## config.mk

```make
export PLATFORM = sky130hd
export DESIGN_NAME = accel_msg_scheduler
export DESIGN_NICKNAME = d
export VERILOG_FILES = /design/src/rtl/accel_sha256_pkg.sv /design/src/rtl/accel_sched_expand.sv /design/src/rtl/accel_msg_scheduler.sv
export SDC_FILE = /design/constraint.sdc
export NUM_CORES = 2
export LEC_CHECK = 0
export ABC_AREA = 1
export ABC_CLOCK_PERIOD_IN_PS = 4700
export CAP_MARGIN = 20
export CORE_UTILIZATION = 53
export CTS_CLUSTER_DIAMETER = 50
export DETAILED_ROUTE_END_ITERATION = 6
export PLACE_DENSITY_LB_ADDON = 0.05
export SYNTH_ARGS = -nofsm -noshare
export SYNTH_HDL_FRONTEND = slang
export SYNTH_HIERARCHICAL = 1
export SYNTH_SLANG_ARGS = --single-unit
```

## constraint.sdc

```tcl
create_clock -name clk -period 4.7 [get_ports clk]
set_clock_uncertainty 0.15 [all_clocks]
set_input_delay 0.705 -clock clk [delete_from_list [all_inputs] [get_ports clk]]
set_output_delay 0.705 -clock clk [all_outputs]
set_load 0.05 [all_outputs]
```

## src/rtl/accel_sha256_pkg.sv

```systemverilog
// SHA-256 message-schedule constants, scheduler state encoding and the small-sigma helpers
// shared by the scheduler and its expansion datapath.
package accel_sha256_pkg;

  localparam int NUM_ROUNDS  = 64;
  localparam int BLOCK_WORDS = 16;
  localparam int WORD_W      = 32;

  typedef enum logic [2:0] {
    IDLE,
    INIT,
    START,
    FEED,
    WAIT
  } sched_state_t;

  function automatic logic [WORD_W-1:0] rotr(input logic [WORD_W-1:0] x, input int unsigned n);
    return (x >> n) | (x << (WORD_W - n));
  endfunction

  function automatic logic [WORD_W-1:0] shr(input logic [WORD_W-1:0] x, input int unsigned n);
    return x >> n;
  endfunction

  function automatic logic [WORD_W-1:0] sigma0(input logic [WORD_W-1:0] x);
    return rotr(x, 7) ^ rotr(x, 18) ^ shr(x, 3);
  endfunction

  function automatic logic [WORD_W-1:0] sigma1(input logic [WORD_W-1:0] x);
    return rotr(x, 17) ^ rotr(x, 19) ^ shr(x, 10);
  endfunction

endpackage

```

## src/rtl/accel_sched_expand.sv

```systemverilog
// Combinational schedule expansion: W[t] = s1(W[t-2]) + W[t-7] + s0(W[t-15]) + W[t-16].
// Kept as its own block so the sigma/adder tree can be placed and timed in isolation.
module accel_sched_expand
  import accel_sha256_pkg::*;
(
  input  logic [WORD_W-1:0] w_m16,
  input  logic [WORD_W-1:0] w_m15,
  input  logic [WORD_W-1:0] w_m7,
  input  logic [WORD_W-1:0] w_m2,
  output logic [WORD_W-1:0] w_new
);

  assign w_new = sigma1(w_m2) + w_m7 + sigma0(w_m15) + w_m16;

endmodule

```

## src/rtl/accel_msg_scheduler.sv

```systemverilog
// SHA-256 message scheduler: accepts a 512-bit block, pulses the compressor controls and
// streams W[0..63] one word per cycle, then waits for hash_done (with a sticky timeout).
module accel_msg_scheduler
  import accel_sha256_pkg::*;
#(
  parameter int DONE_TIMEOUT = 16
) (
  input  logic                          clk,
  input  logic                          rst_n,
  input  logic                          blk_valid,
  output logic                          blk_ready,
  input  logic [BLOCK_WORDS*WORD_W-1:0] blk_data,
  input  logic                          blk_first,
  output logic                          cm_init,
  output logic                          cm_enable,
  output logic [WORD_W-1:0]             w,
  output logic                          w_valid,
  output logic [5:0]                    w_idx,
  input  logic                          hash_done,
  output logic                          err_timeout
);

  localparam int               CNT_W    = $clog2(DONE_TIMEOUT + 1);
  localparam logic [CNT_W-1:0] CNT_LAST = CNT_W'(DONE_TIMEOUT - 1);
  localparam logic [5:0]       T_LAST   = 6'(NUM_ROUNDS - 1);

  sched_state_t     state_reg, state_next;
  logic [WORD_W-1:0] window_reg   [BLOCK_WORDS];
  logic [WORD_W-1:0] window_load  [BLOCK_WORDS];
  logic [WORD_W-1:0] window_shift [BLOCK_WORDS];
  logic [WORD_W-1:0] w_new;
  logic [5:0]        t_reg, t_next;
  logic [CNT_W-1:0]  wait_cnt_reg, wait_cnt_next;
  logic              err_reg, err_next;
  logic              load, shift;

  // window[0] always holds W[t]; each FEED cycle the new W[t+16] enters at the tail.
  generate
    for (genvar gi = 0; gi < BLOCK_WORDS; gi++) begin : g_window
      assign window_load[gi] = blk_data[(BLOCK_WORDS - gi) * WORD_W - 1 -: WORD_W];
      if (gi == BLOCK_WORDS - 1) begin : g_tail
        assign window_shift[gi] = w_new;
      end else begin : g_body
        assign window_shift[gi] = window_reg[gi + 1];
      end
    end
  endgenerate

  accel_sched_expand u_expand (
    .w_m16 (window_reg[0]),
    .w_m15 (window_reg[1]),
    .w_m7  (window_reg[9]),
    .w_m2  (window_reg[14]),
    .w_new (w_new)
  );

  always_ff @(posedge clk or negedge rst_n) begin
    if (!rst_n) begin
      state_reg    <= IDLE;
      t_reg        <= '0;
      wait_cnt_reg <= '0;
      err_reg      <= 1'b0;
      for (int i = 0; i < BLOCK_WORDS; i++) begin
        window_reg[i] <= '0;
      end
    end else begin
      state_reg    <= state_next;
      t_reg        <= t_next;
      wait_cnt_reg <= wait_cnt_next;
      err_reg      <= err_next;
      if (load) begin
        window_reg <= window_load;
      end else if (shift) begin
        window_reg <= window_shift;
      end
    end
  end

  always_comb begin
    state_next    = state_reg;
    t_next        = '0;
    wait_cnt_next = '0;
    err_next      = err_reg;
    load          = 1'b0;
    shift         = 1'b0;
    case (state_reg)
      IDLE: begin
        if (blk_valid) begin
          load       = 1'b1;
          state_next = blk_first ? INIT : START;
        end
      end
      INIT:  state_next = START;
      START: state_next = FEED;
      FEED: begin
        shift = 1'b1;
        if (t_reg == T_LAST) begin
          state_next = WAIT;
        end else begin
          t_next = t_reg + 6'd1;
        end
      end
      WAIT: begin
        // hash_done takes priority over a timeout expiring in the same cycle
        if (hash_done) begin
          state_next = IDLE;
        end else if (wait_cnt_reg == CNT_LAST) begin
          err_next   = 1'b1;
          state_next = IDLE;
        end else begin
          wait_cnt_next = wait_cnt_reg + 1'b1;
        end
      end
      default: state_next = IDLE;
    endcase
  end

  assign blk_ready   = (state_reg == IDLE);
  assign cm_init     = (state_reg == INIT);
  assign cm_enable   = (state_reg == START);
  assign w_valid     = (state_reg == FEED);
  assign w           = w_valid ? window_reg[0] : '0;
  assign w_idx       = w_valid ? t_reg : 6'd0;
  assign err_timeout = err_reg;

endmodule

```

==> reports/summary.txt <==
status - finished, violations left
violations in the final reports - hold timing
kind of cell with the highest combined delay on the critical path - adder cells
peak per-stage delay on the critical path - 550 ps
y dimension of the die - 239 um
Root Driver - sky130_fd_sc_hd__clkbuf_16
crit path max-delay cell type - sky130_fd_sc_hd__fa_1
number of antenna violations at the first check in global routing - 31
Post-CTS Hold Buffers - 0
Final Net Count - 4,799
sequential share of the synthesized area - 0.441
Worst EP arrival - 4680 ps
Post-Synthesis Net Count - 4,418
final instance area - 37,800 um2
multiplexer fraction of the synthesized cell area - 0
max-slew violation count - 0
port buffer count - 559
Critical Path End Type - register
combinational family with the most area after synthesis - simple AND/OR/NAND/NOR gates
initial cell density of the core - 0.539
global router's overall resource usage - 0.409
final count of hold timing violations - 1
insertion delay of the later-clocked pin in the worst-skew pair - 650 ps
highest-count cells in the layout ignoring fill and taps - 563 x sky130_fd_sc_hd__nor2_1, 557 x sky130_fd_sc_hd__clkdlybuf4s50_1, 540 x sky130_fd_sc_hd__nand3_1, 527 x sky130_fd_sc_hd__dfrtp_1, 504 x sky130_fd_sc_hd__a21oi_1
cells resized by post-CTS repair - 0
path type of the worst min-delay path - input pin to asynchronous set/reset pin
Simple-Gate Fraction of Synth Area - 0.209
reg-to-reg slack, setup - 360 ps
share of final-layout standard cells stronger than drive strength 1 - 0.0434
pin count of the biggest net entering global routing - 255
worst reg2reg endpoint - window_reg[15]
dpl cell area - 35,600 um2
maximum clock rate - 230 MHz
mapped cell area - 29,900 um2
average cell area after synthesis - 7.85 um2
CTS tree - yes
endpoint of the worst setup timing path - window_reg[15]
Clock Sinks - 527
clock buffer count from CTS - 61
clock slew at the register clock pins of the worst setup and hold paths - 60 ps
number of remaining DRC errors - 0
Vias per Instance - 5.94
most common library cell in the layout ignoring fill and taps - sky130_fd_sc_hd__nor2_1
post-detailed-routing wire length - 119,000 um
CTS Buffer Depth - 3
detailed placer's ending HPWL - 85,400 um
first-iteration detailed-routing DRC count - 3,942
horizontal extent of the die - 239 um
area of the placeable core - 55,400 um2
post-detailed-route wirelength per cell - 23.7 um
maximum fanout count along the critical path - 6
post-route worst hold slack - -4.29 ps
Adder-Cell Fraction of Synth Area - 0.0554
via count of the first global-routing pass - 27,800
worst relative slew slack - 0.251
number of buffer and inverter stages on the critical path - 1
Power per Cell Area - 270 nW/um2
number of different library cells in the post-synthesis netlist - 33
IO Count - 560
number of nets with antenna violations after detailed routing - 0
share of the synthesized area in compound gates (AO/OA/AOI/OAI) - 0.172
Placer Congestion - 0.977
most used cell, CP - sky130_fd_sc_hd__fa_1
via count - 29,700
slew at the pin closest to its max-slew limit - 1120 ps
cell-by-cell trace of the critical path - xnor2_1 -> xor2_1 -> fa_1 -> inv_1 -> fa_1 -> ha_1 -> fa_1 -> nand2_1 -> nand3_2 -> nand2_1 -> nand2_2 -> xor2_1 -> o21ai_0 -> a21oi_1
number of gates on the worst path with buffers counted - 14
fin crit share - 0.923
classification of the worst setup path - register to register
buffers inserted by post-CTS timing repair - 0
detailed-routing iteration count for the pre-antenna-repair pass - 6
xor/xnor share of the synthesized area - 0.0405
length in cells of the worst reg-to-reg path - 14
number of placement rows - 86
Worst Setup Start Kind - register
worst setup path start - window_reg[50]
Largest register FFs - 512
overflow left after global routing - 0
CTS HTree Levels - 2
RSZ-0062 raised after global routing - false
Cells after Synth - 3,806
final setup violation count - 0
setup_tns - 0 ps
Die ar. - 57,300 um2
wire length of the first global-routing pass - 174,000 um
final critical path time including I/O delays and setup - 4340 ps
Area Overhead vs Synth - 26.5%
number of max-capacitance violations reported - 0
leakage component of the power - 0.0164 uW
maximum ir drop on the vdd rail - 0.000273 V
critical register-to-register path startpoint - window_reg[50]
flop and latch count out of synthesis - 527
Critical Path RT - 5040 ps
YS warnings - 6
-- metal layers --
layer	global-route usage	wire length, um
met5	0	157
met4	0.202	6030
met3	0.0834	11300
met2	0.611	53600
met1	0.568	47400
-- worst min path at each step --
stage / from / to / slack [ps]
after CTS: rst_n / window_reg[436] / 30
after floorplan: rst_n / err_timeout / 260
after global placement: wait_cnt_reg[0] / wait_cnt_reg[0] / 300
final: rst_n / window_reg[468] / -4
after global routing: rst_n / window_reg[468] / 50
after detailed placement: wait_cnt_reg[0] / wait_cnt_reg[0] / 320
-- per-stage QoR --
step / setup WS (ps) / utilization / power [uW] / cells / hold WS (ps)
final: 361 / 0.682 / 10200 / 5005 / -4.29
after global routing: 124 / 0.682 / 10400 / 4999 / 53.1
after CTS: 461 / 0.681 / 10200 / 4985 / 29.9
after detailed placement: 454 / 0.643 / 5280 / 4872 / 317
after global placement: 510 / 0.643 / 5290 / 4872 / 305
after floorplan: 1120 / - / 4680 / 3806 / 259
-- power by group --
group	internal [uW]	leakage [uW]	switching [uW]
Sequential	4540	0.00625	0
Clock	2910	0.00104	2090
Combinational	393	0.00916	277
-- worst reg2reg max path, stage by stage (launching register included) --
cell,delay (ps)
sky130_fd_sc_hd__dfrtp_1,480
sky130_fd_sc_hd__xnor2_1,220
sky130_fd_sc_hd__xor2_1,270
sky130_fd_sc_hd__fa_1,470
sky130_fd_sc_hd__inv_1,80
sky130_fd_sc_hd__fa_1,410
sky130_fd_sc_hd__ha_1,280
sky130_fd_sc_hd__fa_1,550
sky130_fd_sc_hd__nand2_1,150
sky130_fd_sc_hd__nand3_2,130
sky130_fd_sc_hd__nand2_1,110
sky130_fd_sc_hd__nand2_2,100
sky130_fd_sc_hd__xor2_1,170
sky130_fd_sc_hd__o21ai_0,480
sky130_fd_sc_hd__a21oi_1,150
-- cell families after synthesis --
| kind of cell | Yosys count |
|---|---|
| AO/OA/AOI/OAI | 1025 |
| XOR/XNOR | 138 |
| flip-flops | 527 |
| buffers and inverters | 574 |
| AND/OR/NAND/NOR | 1447 |
| adder cells (fa/ha/maj) | 95 |
-- synth_stat cells, drive strengths merged --
cell | number | area, um2
o21bai | 2 | 15.0
ha | 33 | 413
a21oi | 504 | 2520
o211ai | 1 | 7.51
nand3 | 543 | 2740
nand4 | 5 | 31.3
inv | 289 | 1080
dfrtp | 527 | 13200
xor2 | 76 | 666
nand2 | 313 | 1200
buf | 153 | 855
nor3 | 11 | 65.1
nor2 | 571 | 2170
clkbuf | 132 | 504
nand3b | 2 | 27.5
and2 | 2 | 12.5
a31oi | 1 | 6.26
xnor2 | 62 | 543
o21ai | 517 | 2590
fa | 62 | 1240
-- cell type report --
cell class / count / area, um2
timing repair buffer: 603 / 6140
antenna: 20 / 50.0
inverter: 289 / 1080
sequential: 527 / 13200
fill: 4682 / 17600
clock buffer: 81 / 1740
multi-input combinational: 2705 / 14300
clock inverter: 32 / 384
tap: 748 / 936
No activity file was read; power rests on OpenSTA's default activity.
